===== config.mk =====
export PLATFORM = sky130hd
export DESIGN_NAME = ig_ctrl_flat
export DESIGN_NICKNAME = d
export VERILOG_FILES = /design/src/rtl/ig_pkg.sv /design/src/rtl/ig_if.sv /design/src/rtl/ig_raster_cnt.sv /design/src/rtl/ig_ctrl.sv /design/src/flat_wrapper.sv
export SDC_FILE = /design/constraint.sdc
export NUM_CORES = 1
export LEC_CHECK = 0
export CAP_MARGIN = 20
export CELL_PAD_IN_SITES_DETAIL_PLACEMENT = 0
export CELL_PAD_IN_SITES_GLOBAL_PLACEMENT = 2
export CORE_ASPECT_RATIO = 0.6
export CORE_MARGIN = 8
export CORE_UTILIZATION = 31
export CTS_CLUSTER_DIAMETER = 80
export DETAILED_ROUTE_END_ITERATION = 10
export GPL_TIMING_DRIVEN = 0
export PLACE_DENSITY = 0.82
export SYNTH_ARGS = -nofsm -noshare
export SYNTH_HDL_FRONTEND = slang
export SYNTH_SLANG_ARGS = --single-unit

===== constraint.sdc =====
create_clock -name clk -period 2.1 [get_ports clk]
set_input_delay 0.315 -clock clk [delete_from_list [all_inputs] [get_ports clk]]
set_output_delay 0.315 -clock clk [all_outputs]
set_load 0.1 [all_outputs]

===== src/rtl/ig_pkg.sv =====
// Shared types and helpers for the image-gradient sequencer.
// Gradients are two signed GW-bit components packed as {Gx,Gy}.
package ig_pkg;

  typedef enum logic [2:0] {
    IDLE,
    RD_C,
    RD_R,
    RD_D,
    CAP,
    FIN
  } state_t;

  localparam int PW = 8;
  localparam int GW = 10;

  // Zero-extending both operands keeps the difference exact in -255..+255.
  function automatic logic [2*GW-1:0] pack_grad(input logic [PW-1:0] cur,
                                                input logic [PW-1:0] right,
                                                input logic [PW-1:0] down);
    logic [GW-1:0] gx;
    logic [GW-1:0] gy;
    gx = GW'(right) - GW'(cur);
    gy = GW'(down) - GW'(cur);
    return {gx, gy};
  endfunction

endpackage


===== src/rtl/ig_if.sv =====
// Start/done handshake plus image-read and gradient-write ports.
// master = the sequencer, slave = the surrounding system and SRAMs.
interface ig_if
  import ig_pkg::*;
#(
  parameter int AW = 16
);
  logic            start;
  logic            busy;
  logic            done;
  logic            img_rd;
  logic [AW-1:0]   img_addr;
  logic [PW-1:0]   img_di;
  logic            grad_wr;
  logic [AW-1:0]   grad_addr;
  logic [2*GW-1:0] grad_do;

  modport master (
    input  start, img_di,
    output busy, done, img_rd, img_addr, grad_wr, grad_addr, grad_do
  );

  modport slave (
    output start, img_di,
    input  busy, done, img_rd, img_addr, grad_wr, grad_addr, grad_do
  );
endinterface


===== src/rtl/ig_raster_cnt.sv =====
// Row/column raster counter covering col 0..W-2, row 0..H-2.
// Flags mark the last centre column and last centre row.
module ig_raster_cnt #(
  parameter int W  = 256,
  parameter int H  = 256,
  parameter int CW = $clog2(W),
  parameter int RW = $clog2(H)
) (
  input  logic          clk,
  input  logic          reset,
  input  logic          i_clr,
  input  logic          i_adv,
  output logic [RW-1:0] o_row,
  output logic [CW-1:0] o_col,
  output logic          o_last_col,
  output logic          o_last_row
);

  logic [RW-1:0] r_row;
  logic [CW-1:0] r_col;

  assign o_row      = r_row;
  assign o_col      = r_col;
  assign o_last_col = (r_col == CW'(W - 2));
  assign o_last_row = (r_row == RW'(H - 2));

  // NOTE: sequential state uses non-blocking assignments so every register samples pre-edge values.
  always_ff @(posedge clk or negedge reset) begin
    if (!reset) begin
      r_row <= '0;
      r_col <= '0;
    end else if (i_clr) begin
      r_row <= '0;
      r_col <= '0;
    end else if (i_adv) begin
      if (o_last_col) begin
        r_col <= '0;
        r_row <= o_last_row ? '0 : r_row + RW'(1);
      end else begin
        r_col <= r_col + CW'(1);
      end
    end
  end

endmodule


===== src/rtl/ig_ctrl.sv =====
// Image-gradient sequencer: three cycles per pixel, right neighbour reused
// as the next centre, {Gx,Gy} written for every pixel except last row/col.
module ig_ctrl
  import ig_pkg::*;
#(
  parameter int W  = 256,
  parameter int H  = 256,
  parameter int AW = 16
) (
  input logic  clk,
  input logic  reset,
  ig_if.master bus
);

  localparam int CW = $clog2(W);
  localparam int RW = $clog2(H);

  state_t          r_state;
  state_t          w_next;
  logic            r_busy;
  logic            r_done;
  logic            r_img_rd;
  logic [AW-1:0]   r_img_addr;
  logic            r_grad_wr;
  logic [AW-1:0]   r_grad_addr;
  logic [2*GW-1:0] r_grad_do;
  logic [PW-1:0]   r_cur;
  logic [PW-1:0]   r_right;

  logic            w_clr;
  logic            w_adv;
  logic            w_rd_nxt;
  logic [AW-1:0]   w_addr_nxt;
  logic [RW-1:0]   w_row;
  logic [CW-1:0]   w_col;
  logic            w_last_col;
  logic            w_last_row;
  logic [AW-1:0]   w_base;

  ig_raster_cnt #(
    .W  (W),
    .H  (H),
    .CW (CW),
    .RW (RW)
  ) u_cnt (
    .clk        (clk),
    .reset      (reset),
    .i_clr      (w_clr),
    .i_adv      (w_adv),
    .o_row      (w_row),
    .o_col      (w_col),
    .o_last_col (w_last_col),
    .o_last_row (w_last_row)
  );

  assign w_base = {w_row, w_col};

  // Read addresses are registered, so each is formed from the current
  // centre plus the offset of the read issued in the next state.
  // NOTE: every always_comb output gets a default first so no path can infer a latch.
  always_comb begin
    w_next     = r_state;
    w_clr      = 1'b0;
    w_adv      = 1'b0;
    w_rd_nxt   = 1'b0;
    w_addr_nxt = r_img_addr;
    unique case (r_state)
      IDLE: begin
        if (bus.start) begin
          w_next     = RD_C;
          w_clr      = 1'b1;
          w_rd_nxt   = 1'b1;
          w_addr_nxt = '0;
        end
      end
      RD_C: begin
        w_next     = RD_R;
        w_rd_nxt   = 1'b1;
        w_addr_nxt = w_base + AW'(1);
      end
      RD_R: begin
        w_next     = RD_D;
        w_rd_nxt   = 1'b1;
        w_addr_nxt = w_base + AW'(W);
      end
      RD_D: w_next = CAP;
      CAP: begin
        w_adv = 1'b1;
        // At the last column base+2 is exactly {row+1,0}.
        if (!w_last_col) begin
          w_next     = RD_R;
          w_rd_nxt   = 1'b1;
          w_addr_nxt = w_base + AW'(2);
        end else if (!w_last_row) begin
          w_next     = RD_C;
          w_rd_nxt   = 1'b1;
          w_addr_nxt = w_base + AW'(2);
        end else begin
          w_next = FIN;
        end
      end
      FIN:     w_next = IDLE;
      default: w_next = IDLE;
    endcase
  end

  always_ff @(posedge clk or negedge reset) begin
    if (!reset) begin
      r_state     <= IDLE;
      r_busy      <= 1'b0;
      r_done      <= 1'b0;
      r_img_rd    <= 1'b0;
      r_img_addr  <= '0;
      r_grad_wr   <= 1'b0;
      r_grad_addr <= '0;
      r_grad_do   <= '0;
      r_cur       <= '0;
      r_right     <= '0;
    end else begin
      r_state   <= w_next;
      r_busy    <= (w_next inside {RD_C, RD_R, RD_D, CAP});
      r_done    <= (r_state == FIN);
      r_img_rd  <= w_rd_nxt;
      r_img_addr <= w_addr_nxt;
      r_grad_wr <= (r_state == CAP);
      // RD_R at column 0 can only follow RD_C, so this is the row's first centre.
      if (r_state == RD_R && w_col == '0) r_cur <= bus.img_di;
      if (r_state == RD_D) r_right <= bus.img_di;
      if (r_state == CAP) begin
        r_grad_do   <= pack_grad(r_cur, r_right, bus.img_di);
        r_grad_addr <= w_base;
        r_cur       <= r_right;
      end
    end
  end

  assign bus.busy      = r_busy;
  assign bus.done      = r_done;
  assign bus.img_rd    = r_img_rd;
  assign bus.img_addr  = r_img_addr;
  assign bus.grad_wr   = r_grad_wr;
  assign bus.grad_addr = r_grad_addr;
  assign bus.grad_do   = r_grad_do;

endmodule


===== src/flat_wrapper.sv =====
// flat-port wrapper written by rule: the top's interface ports become plain ports
module ig_ctrl_flat import ig_pkg::*;
#(
  parameter int W  = 256,
  parameter int H  = 256,
  parameter int AW = 16
)
  (clk, reset, bus_start, bus_img_di, bus_busy, bus_done, bus_img_rd, bus_img_addr, bus_grad_wr, bus_grad_addr, bus_grad_do);
  ig_if #(.AW(AW)) bus_i ();
  input logic clk;
  input logic reset;
  input wire logic [$bits(bus_i.start)-1:0] bus_start;
  input wire logic [$bits(bus_i.img_di)-1:0] bus_img_di;
  output wire logic [$bits(bus_i.busy)-1:0] bus_busy;
  output wire logic [$bits(bus_i.done)-1:0] bus_done;
  output wire logic [$bits(bus_i.img_rd)-1:0] bus_img_rd;
  output wire logic [$bits(bus_i.img_addr)-1:0] bus_img_addr;
  output wire logic [$bits(bus_i.grad_wr)-1:0] bus_grad_wr;
  output wire logic [$bits(bus_i.grad_addr)-1:0] bus_grad_addr;
  output wire logic [$bits(bus_i.grad_do)-1:0] bus_grad_do;
  assign bus_i.start = bus_start;
  assign bus_i.img_di = bus_img_di;
  assign bus_busy = bus_i.busy;
  assign bus_done = bus_i.done;
  assign bus_img_rd = bus_i.img_rd;
  assign bus_img_addr = bus_i.img_addr;
  assign bus_grad_wr = bus_i.grad_wr;
  assign bus_grad_addr = bus_i.grad_addr;
  assign bus_grad_do = bus_i.grad_do;
  ig_ctrl #(.W(W), .H(H), .AW(AW)) u_core (.clk(clk), .reset(reset), .bus(bus_i));
endmodule

Word level (Yosys, flattened, before mapping)
Index checks and enable logic that the tools add are counted.

Flip-flop bits (word level): 91. Output and inout port bits: 56. Logic and storage cells: 66.

Add/subtract/negate cells: 7. Equal/unequal tests: 13. Multiplexer cells: 23. Reduce and logical (&&, ||, !) cells: 11.

Operator list (number): $mux W8 (9); $pmux W16 S4 (1); $mux W16 (3); $sub A8 B8 Y9 (2); $add A16 B1 Y16 const B (1); $add A16 B2 Y16 const B (1); $add A16 B9 Y16 const B (1); $add A8 B1 Y8 const B (2); $eq A8 B8 Y1 const B (2); $pmux W3 S5 (1); $eq A3 B2 Y1 const B (4); $eq A3 B3 Y1 const B (3); $mux W3 (3); $logic_not A8 Y1 (1); $reduce_bool A4 Y1 (2); $eq A3 B1 Y1 const B (2); $reduce_bool A2 Y1 (3); $mux W1 (5); $logic_not A3 Y1 (1); $ne A3 B3 Y1 const B (1); $pmux W1 S3 (1); $reduce_and A3 Y1 (1); $ne A2 B2 Y1 const B (1); $reduce_and A2 Y1 (1); other kinds (2) (2).

Longest topological paths before layout
Gate-level depths: netlist of run 1.

Depth in word-level cells: 6. Mapped depth: 10.

Modules after synthesis
A second synthesis of run 1 with hierarchy kept.

Cell total of the unflattened synthesis: 585. Area, all modules: 5307.6 um^2.

By module, submodules not included: ig_ctrl (times used 1, cells an instance 487, area each 4355.4 um^2, seq. area each 1826.8 um^2); ig_raster_cnt (times used 1, cells an instance 98, area each 952.2 um^2, seq. area each 400.4 um^2).

Least setup slack after synthesis of run 1
Ideal clock, no wire load.

Path kind: flip-flop to flip-flop. From: register u_core.u_cnt.r_row[0], in the netlist u_core.u_cnt.o_row[0]. To: register u_core.r_img_addr[15], in the netlist u_core.bus.img_addr[15]. Library setup time: 0.144 ns. Arrival time: 1.882 ns. Data required time: 1.956 ns. Path slack: 0.074 ns. Stages on the path, launching flop included: 11. Path buffers: 4. Period minus slack after synthesis: 2.026 ns. Cells stage by stage: dfrtp_1 clkbuf_1 inv_1 ha_1 and4_1 buf_2 o2111a_1 buf_4 buf_6 nand2_1 o221ai_1.

Cells in the longest elaborated chain, start to end: 4.

RTL lines: start, declared (RTL line ig_raster_cnt.sv:19) `logic [RW-1:0] r_row;`; start signal, assigned (RTL line ig_raster_cnt.sv:38) `r_row <= o_last_row ? '0 : r_row + RW'(1);`; $add A16 B2 Y16 (RTL line ig_ctrl.sv:93, ig_ctrl.sv:97); $mux W16 (RTL line ig_ctrl.sv:94) `end else if (!w_last_row) begin`; $mux W16 (RTL line ig_ctrl.sv:90) `if (!w_last_col) begin`; $pmux W16 S4 (RTL line ig_ctrl.sv:67) `unique case (r_state)`; end signal, assigned (RTL line ig_ctrl.sv:124) `r_img_addr <= w_addr_nxt;`; end, declared (RTL line ig_ctrl.sv:23) `logic [AW-1:0] r_img_addr;`.

Parallel ways exist; a longest one is shown, timed or not. The select of a mux whose other input is x is not followed. A chain may end at the register's enable or synchronous reset.

Worst setup path in the final report of run 1
From: register u_core.u_cnt.r_col[1], in the netlist u_core.u_cnt.o_col[1]. To: register u_core.r_img_addr[14], in the netlist u_core.bus.img_addr[14].

Cells in the longest elaborated chain, start to end: 4.

RTL lines: start, declared (RTL line ig_raster_cnt.sv:20) `logic [CW-1:0] r_col;`; start signal, assigned (RTL line ig_raster_cnt.sv:40) `r_col <= r_col + CW'(1);`; $add A16 B2 Y16 (RTL line ig_ctrl.sv:93, ig_ctrl.sv:97); $mux W16 (RTL line ig_ctrl.sv:94); $mux W16 (RTL line ig_ctrl.sv:90); $pmux W16 S4 (RTL line ig_ctrl.sv:67).

Parallel ways exist; a longest one is shown, timed or not. The select of a mux whose other input is x is not followed.

==> results.toml, run 1 <==
[timing]
skew_ps = 9.44
setup_ws_ps = 29.4
tns_ps = 0
worst_pin_slew_ps = 954
fmax_mhz = 483
fin_crit_sh_pct = 98.6
fin_crit_ps = 2070
max_slew_margin_pct = 35.7
setup_violations = 0
maxSlewViolCount = 0
whs_ps = 453
hold_viol_final = 0

[yosys]
netlist_instances = 590
yosysSeqAreaShare_pct = 42.9
yosys.cell_types.count = 58
yosys.area.top_type_share_pct = 42.9
netlist_top_cells_area = "dfrtp_1 43%, nand2_1 6.9%, o21ai_0 6.0%"
syn-cell-area_um2 = 5200
synth_area_leader_cell = "dfrtp_1"
ys.warnings.count = 0
synth_most_common_cell = "nand2_1"
synthTopCellsByCount = "96 x nand2_1, 89 x dfrtp_1, 62 x o21ai_0, 29 x a21oi_1, 25 x clkbuf_1"
yosys_register_bits = 89
post_synth.cell_area_avg_um2 = 8.81
async_flop_share_pct = 100
synth_edf_count = 0
synth_fp_nets = 625
ys.flop_type = "dfrtp_1"

[detailed_routing]
top_layer = "met4"
routed_wl_um = 17500
wl_per_cell_um = 19.2
wl_met1_um = 9090
ant_nets = 0
vias = 4850
wl_met3_um = 1460
drt_iter0_markers = 370
detail_route.first_pass.iterations = 5
wl_met2_um = 6810
routed_via_density = 5.34
drc_errors = 0

[final_layout]
fin_cells = 909
antenna_cells = 0
syn2layout_area_growth_pct = 28.3
final_util_pct = 40.9
finalNetCount = 711
drive_gt1_share_pct = 15.7
final_area_um2 = 6670

[placement]
numPortBuffers = 66
routabilityCongestion = 0.878
dp_hpwl_um = 12700
placed_area_um2 = 6170
dp_cells = 886
pre_cts_slack_ps = -860

[worst_setup_path]
worstRegToRegCells = 6
crit_path_end_kind = "flip-flop"
cp.required_ps = 2340
crit_path_start_kind = "flip-flop"
rr_startpoint = "u_core.u_cnt.o_col[1]"
path_class = "flip-flop to flip-flop"
r2r_end = "u_core.bus.img_addr[14]"
worstPathArrival_ps = 2310
rrSetupSlack_ps = 30
crit_fanout = 9

[global_routing]
grt_overflow = 0
track_usage_pct = 16.5
grt_max_degree = 60
first_global_vias = 4629
grt_pass1_wl_um = 27300
antenna_found_initial = 0

[cts]
htreeDepth = 3
cts_root_buf = "clkbuf_16"
clk_latency_ps = 350
cts_buffers = 9
clock_sinks = 89
clockBufferDepth = 2
cts_tree = "done"
path_clk_slew_ps = 70

[floorplanning]
chipWidth_um = 183
rows = 36
core_area_um2 = 16300
die_h_um = 116
io_pins = 67
die-area_um2 = 21300
initial_core_util_pct = 31.9

[power]
ir_worst_vdd_uv = 350
p_total_mw = 4.48
power_density_nw_per_um2 = 673
leakage_nw = 2.81

[min_path]
worstHoldPathType = "input pin to async pin"

[job]
maxCapViolCount = 0

[status]
outcome = "finished clean"
==> cell families after synthesis <==
logic type                 share of synthesized area (%)
muxes                                               3.25
adders and majority gates                           6.07
DFF                                                 42.9
AOI/OAI and AO/OA                                   19.5
buffers and inverters                               5.63
xor gates and xnor gates                            1.85
and+or+nand+nor                                     20.9
==> worst max-delay path by stage <==
stage,startpoint,endpoint,cells past startpoint
6_report,u_core.u_cnt.o_col[1],u_core.bus.img_addr[14],6
2_1_floorplan,u_core.u_cnt.o_row[0],u_core.bus.img_addr[15],10
3_5_place_dp,u_core.u_cnt.o_col[0],u_core.bus.img_addr[3],8
4_1_cts,u_core.r_state[0],u_core.bus.img_addr[15],7
5_1_grt,u_core.u_cnt.o_row[0],u_core.bus.img_addr[13],8
3_3_place_gp,reset,u_core.bus.grad_do[2],1
==> worst max-delay path: stages, from the launching register on <==
cell and delay, ps:
dfrtp_2 500, ha_2 360, nand4_1 300, or2_2 410, a21oi_1 160, o211ai_1 130, o311ai_1 120
==> routing by layer <==
layer,global-route usage [%],up-vias
li1,-,2275
met1,25.3,2380
met2,22.8,183
met3,4.13,12
met4,2.75,0
met5,0,-
==> layout by cell type, fill, tap and decap left out, drive strengths merged, types with 8 or more instances in the layout <==
cell,n
nor2b,9
inv,26
o31ai,8
buf,32
a21oi,29
mux2i,9
clkbuf,27
clkdlybuf4s50,9
a31oi,9
nand2,96
dfrtp,89
ha,22
nor3b,11
dlygate4sd2,56
nor3,20
o21ai,74
nor2,23
nand3,19
==> report_power, final <==
part | leakage, nW | switching [mW] | internal, mW
clock network | 0.153 | 0.724 | 1.05
logic | 1.68 | 0.679 | 0.196
registers | 0.976 | 0.0481 | 1.79
total | 2.81 | 1.45 | 3.03
==> area by class of cell <==
class | instances | area (um^2)
sequential | 89 | 2230
buffer | 37 | 220
fill | 1680 | 9640
multi-input combinational | 435 | 2790
tap | 228 | 285
inverter | 25 | 108
timing repair buffer | 79 | 708
clock buffer | 10 | 229
clock inverter | 6 | 90.1
==> registers in the layout, summed over array words and instances (netlist names) <==
signal and cells:
u_core.bus.img_rd 1, u_core.bus.grad_do 18, u_core.r_state 3, u_core.bus.img_addr 16
u_core.u_cnt.o_col 8, u_core.bus.grad_wr 1, u_core.r_cur 8, u_core.bus.grad_addr 16
u_core.bus.busy 1, u_core.bus.done 1, u_core.r_right 8, u_core.u_cnt.o_row 8
==> repair_timing <==
action,CTS,global route
buffers inserted,2,7
gates resized for setup,87,39
setup endpoints to repair,109,60
cloned,0,2
pin swaps,1,7
hold buffers,1,0
hold endpoints to repair,30,0
Note: power is estimated with default switching activity, not from simulation.
==> run 2: changes to the inputs <==
--- a/config.mk
+++ b/config.mk
@@ -10,11 +10,10 @@
 export CELL_PAD_IN_SITES_GLOBAL_PLACEMENT = 2
 export CORE_ASPECT_RATIO = 0.6
 export CORE_MARGIN = 8
-export CORE_UTILIZATION = 31
+export CORE_UTILIZATION = 30
 export CTS_CLUSTER_DIAMETER = 80
 export DETAILED_ROUTE_END_ITERATION = 10
-export GPL_TIMING_DRIVEN = 0
-export PLACE_DENSITY = 0.82
+export PLACE_DENSITY = 0.8
 export SYNTH_ARGS = -nofsm -noshare
 export SYNTH_HDL_FRONTEND = slang
 export SYNTH_SLANG_ARGS = --single-unit
==> run 2 against run 1 <==
Against the previous run: via count down 1.7%; worst setup slack improved by 80 ps; highest routed layer unchanged; combinational power is 3.8% higher; critical endpoint is now u_core.bus.img_addr[5]; cell count increased by 2.8%; cell area grew 1.1%; clock-buffer cell count increased by 4; critical path type unchanged; largest cell class unchanged; sequential share of layout area is 0.42 points lower; routed wire length shrank 4.2%; non-clock buffer count grew 20; utilization shrank 1.3 points; register-to-register slack better by 80 ps.
==> results.toml, run 2 (synthesized netlist as in run 1, its figures left out) <==
[final_layout]
largest_register_ffs = 18
drive_gt1_share_pct = 24.0
antenna_cells = 0
nFillCells = 1747
final_area_um2 = 6740
finalNetCount = 730
layout_commonest_cell = "buf_4"
final_util_pct = 39.5
syn2layout_area_growth_pct = 29.6
final_cell_mix = "121 x buf_4, 96 x nand2_1, 89 x dfrtp_1"

[worst_setup_path]
path_class = "flip-flop to flip-flop"
crit_path_end_kind = "flip-flop"
cp.depth = 6
worstRegToRegCells = 6
cp_slowest_cell = "nor2_1"
crit_fanout = 6
crit_path_start_kind = "flip-flop"
rrSetupSlack_ps = 110
max_stage_delay_ps = 390
crit_buf_inv = 1
worst_path_most_repeated_cell = "and4_1"
worstSetupStartpoint = "u_core.u_cnt.o_row[2]"
path_cells = "and4_1 > and4_1 > a21oi_1 > nor2_1 > buf_4 > o21ai_0"
critPathTopFamily = "simple AND/OR/NAND/NOR gates"
worstPathArrival_ps = 2210
rr_startpoint = "u_core.u_cnt.o_row[2]"
cp.required_ps = 2320

[placement]
routabilityCongestion = 0.851
dp_hpwl_um = 12400
placed_area_um2 = 6370
numPortBuffers = 66

[job]
maxCapViolCount = 0

[cts]
cts_tree = "done"
cts_buffers = 9
cts_setup_buffers = 0
clk_latency_ps = 340
htreeDepth = 3
path_clk_slew_ps = 60
clock_sinks = 89
clockBufferDepth = 2
cts_root_buf = "clkbuf_16"

[timing]
rsz0062_at_grt = "no"
hold_viol_final = 0
fin_crit_ps = 1990
max_slew_margin_pct = 67.3
fin_crit_sh_pct = 94.8
tns_ps = 0
fmax_mhz = 502
setup_violations = 0
worst_pin_slew_ps = 490
skew_ps = 5.96
maxSlewViolCount = 0

[power]
p_int_mw = 3.04
leakage_nw = 2.95
ir_worst_vdd_uv = 350
clockPowerShare_pct = 38.0
comb_power_share_pct = 20.5
p_switching_mw = 1.40
seq_power_share_pct = 41.5
swShare_pct = 31.5
power_density_nw_per_um2 = 658

[status]
outcome = "finished clean"

[floorplanning]
core_area_um2 = 17000
die-area_um2 = 21900
io_pins = 67
initial_core_util_pct = 30.5
die_h_um = 118
chipWidth_um = 186
rows = 37

[detailed_routing]
drc_errors = 0
routed_wl_um = 16700
drt_iter0_markers = 454
vias = 4767
routed_via_density = 5.10
wl_per_cell_um = 17.9
ant_nets = 0
detail_route.first_pass.iterations = 5

[global_routing]
track_usage_pct = 15.3
grt_overflow = 0
grt_max_degree = 46
grt_pass1_wl_um = 26500
met3_usage_pct = 3.33
first_global_vias = 4701
grtUsageMet2_pct = 20.7
antenna_found_initial = 0
use_met1_pct = 24.3
grt.busiest_layer = "met1"

[min_path]
worstHoldPathType = "input pin to async pin"
run 2: cell types whose count changed in the layout (fill, tap and decap cells not counted), sizes merged:
cell,previous run,this run
dlygate4sd2,56,0
clkinvlp,2,0
nor2,23,22
inv,26,25
clkbuf,27,15
dlymetal6s2s,1,0
bufinv,2,1
buf,32,125
run 2: cell type report:
class | count | area [um^2] | share of cell area [%]
clock buffers | 14 | 274 | 4.07
inverters | 25 | 96.3 | 1.43
flip-flops and latches | 89 | 2230 | 33.1
repair buffers | 136 | 1110 | 16.5
multi-input cells | 434 | 2700 | 40.0
clock inverters | 2 | 35.0 | 0.520
well taps | 234 | 293 | 4.35
run 2: through the flow:
step,hold WS [ps],worst slack (ps),power (mW),cells
after global placement,250,-241,2.76,916
final,448,109,4.43,934
after global routing,477,18.4,4.60,934
after detailed placement,254,-290,2.78,916
after CTS,443,7.61,4.48,933
after floorplan,19.4,73.7,2.51,590
run 2: per-layer routing:
layer | up-vias | part of all wire (%)
met5 | - | 0
met4 | 0 | 0.78
met3 | 15 | 7.4
met2 | 148 | 39
met1 | 2305 | 53
li1 | 2299 | -
run 2: final timing paths:
kind | end
hold reg to reg | u_core.bus.grad_addr[12]
min in group clk | u_core.bus.grad_addr[12]
hold / removal | u_core.bus.grad_addr[10]
setup / recovery | u_core.bus.img_addr[5]
max in group asynchronous | u_core.bus.grad_do[2]
setup reg to reg | u_core.bus.img_addr[5]
run 2: power groups by stage:
stage                     clock (mW)  combinational, mW  sequential, mW
after floorplan                    0              0.242            2.27
after global placement             0              0.896            1.87
after detailed placement           0              0.907            1.87
after CTS                       1.74              0.910            1.84
after global routing            1.79              0.963            1.85
final                           1.69              0.908            1.84
run 2: worst reg2reg max path, stage by stage (launching register included):
cell and delay (ps):
dfrtp_1 350, and4_1 330, and4_1 340, a21oi_1 120, nor2_1 390, buf_4 250, o21ai_0 100
run 2: repair_timing:
item / CTS / global route
hold endpoints to repair: 25 / 0
endpoints found under the setup margin: 0 / 12
hold buffers: 1 / 0
resized for setup: 0 / 8
==> run 3: changes to the inputs <==
--- a/config.mk
+++ b/config.mk
@@ -8,12 +8,12 @@
 export CAP_MARGIN = 20
 export CELL_PAD_IN_SITES_DETAIL_PLACEMENT = 0
 export CELL_PAD_IN_SITES_GLOBAL_PLACEMENT = 2
-export CORE_ASPECT_RATIO = 0.6
+export CORE_ASPECT_RATIO = 0.5
 export CORE_MARGIN = 8
 export CORE_UTILIZATION = 30
 export CTS_CLUSTER_DIAMETER = 80
 export DETAILED_ROUTE_END_ITERATION = 10
-export PLACE_DENSITY = 0.8
+export PLACE_DENSITY = 0.77
 export SYNTH_ARGS = -nofsm -noshare
 export SYNTH_HDL_FRONTEND = slang
 export SYNTH_SLANG_ARGS = --single-unit
==> constraint.sdc (replaced) <==
create_clock -name clk -period 2.23 [get_ports clk]
set_input_delay 0.3345 -clock clk [delete_from_list [all_inputs] [get_ports clk]]
set_output_delay 0.3345 -clock clk [all_outputs]
set_load 0.1 [all_outputs]
==> run 3 against run 2 <==
Against the previous run: worst hold slack better by 29 ps; largest power group is now the clock network; critical path depth is 1 higher; worst setup slack better by 110 ps; largest cell class unchanged; clock power is 7% higher.
==> results.toml, run 3 (synthesized netlist as in run 1, its figures left out) <==
[timing]
setup_ws_ps = 216
max_slew_margin_pct = 47.4
maxSlewViolCount = 0
worst_pin_slew_ps = 784
fin_crit_sh_pct = 90.3
skew_ps = 8.98
fin_crit_ps = 2010
setup_violations = 0
hold_viol_final = 0
fmax_mhz = 496
rsz0062_at_grt = "no"

[worst_setup_path]
path_class = "flip-flop to flip-flop"
crit_fanout = 29
cp.required_ps = 2460
worstPathArrival_ps = 2240
crit_path_start_kind = "flip-flop"
path_cells = "or3b_2 > clkinv_2 > buf_12 > a31oi_1 > buf_4 > a211oi_1 > a21oi_1"
crit_buf_inv = 3
crit_path_end_kind = "flip-flop"
critPathTopFamily = "buffers and inverters"
max_stage_delay_ps = 560
cp_slowest_cell = "or3b_2"

[final_layout]
syn2layout_area_growth_pct = 26.7
drive_gt1_share_pct = 21.7
finalNetCount = 713
final_cell_mix = "107 x buf_4, 96 x nand2_1, 89 x dfrtp_1"
final_area_um2 = 6590
layout_commonest_cell = "buf_4"
antenna_cells = 0
largest_register_ffs = 18

[cts]
cts_tree = "done"
clockBufferDepth = 2
cts_hold_buf = 1
cts_resized = 0
cts_buffers = 9
cts_setup_buffers = 0
htreeDepth = 3
path_clk_slew_ps = 70
cts_root_buf = "clkbuf_16"
clock_sinks = 89
clk_latency_ps = 340

[power]
p_total_mw = 4.36
ir_worst_vdd_uv = 415
leakage_nw = 2.87
power_density_nw_per_um2 = 662

[floorplanning]
die_h_um = 109
io_pins = 67
die-area_um2 = 22000
initial_core_util_pct = 30.2
core_area_um2 = 17200
rows = 34
chipWidth_um = 202

[detailed_routing]
routed_via_density = 4.99
vias = 4575
drt_iter0_markers = 190
detail_route.first_pass.iterations = 4
ant_nets = 0
drc_errors = 0
wl_per_cell_um = 16.8
routed_wl_um = 15400

[status]
outcome = "finished clean"

[global_routing]
first_global_vias = 4764
grt_max_degree = 42
track_usage_pct = 14.3
grt_overflow = 0
grt_pass1_wl_um = 25600
antenna_found_initial = 0

[placement]
dp_hpwl_um = 11400
routabilityCongestion = 0.843
pre_cts_slack_ps = -52.2
numPortBuffers = 66
placed_area_um2 = 6230

[job]
maxCapViolCount = 0

[min_path]
worstHoldPathType = "flip-flop to flip-flop"
run 3: cell count changes in the layout (fill, tap and decap cells not counted), sizes merged:
cell / before / now
buf: 125 / 109
clkbuf: 15 / 11
bufinv: 1 / 3
run 3: power by group:
group          leakage, nW  total (mW)  internal [mW]  switching [mW]
registers            0.981        1.72           1.68          0.0422
logic                 1.72       0.835          0.207           0.628
clock network        0.172        1.81           1.16           0.649
run 3: cell type report:
class | count | area [um^2]
Clock buffer | 11 | 253
Clock inverter | 4 | 98.8
Tap cell | 234 | 293
Fill cell | 1796 | 10600
Timing Repair Buffer | 119 | 943
Inverter | 25 | 95.1
Multi-Input combinational cell | 434 | 2680
Sequential cell | 89 | 2230
run 3: final timing paths:
check	slack (ps)	cells past startpoint	start	endpoint
setup / recovery	220	7	u_core.r_state[0]	u_core.r_cur[1]
hold / removal	480	2	u_core.bus.grad_addr[11]	u_core.bus.grad_addr[11]
setup reg to reg	220	7	u_core.r_state[0]	u_core.r_cur[1]
hold reg to reg	480	2	u_core.bus.grad_addr[11]	u_core.bus.grad_addr[11]
max in group asynchronous	1080	3	reset	u_core.r_right[6]
min in group asynchronous	530	2	reset	u_core.bus.grad_do[10]
run 3: tightest hold or removal path: cells and delay by family, from the launching register on:
| family | cells | cell delay, ps |
|---|---|---|
| flip-flops | 1 | 350 |
| AND/OR/NAND/NOR | 2 | 100 |
run 3: per-layer routing:
metal | up-vias | GRT usage [%] | share of wire [%] | wire, um
met3 | 15 | 2.52 | 3.2 | 488
met1 | 2223 | 18.1 | 48 | 7370
met2 | 74 | 24.7 | 48 | 7340
li1 | 2263 | - | - | -
met5 | - | 0 | 0 | 0
met4 | 0 | 4.68 | 1.3 | 199
run 3: through the flow:
step | instances | TNS, ps | utilization [%] | hold slack, ps
3_5_place_dp | 900 | -79.0 | 36.2 | 369
3_3_place_gp | 900 | -48.4 | 36.2 | 366
4_1_cts | 916 | 0 | 38.3 | 486
5_1_grt | 916 | 0 | 38.3 | 505
6_report | 916 | 0 | 38.3 | 477
2_1_floorplan | 590 | 0 | - | 38.9
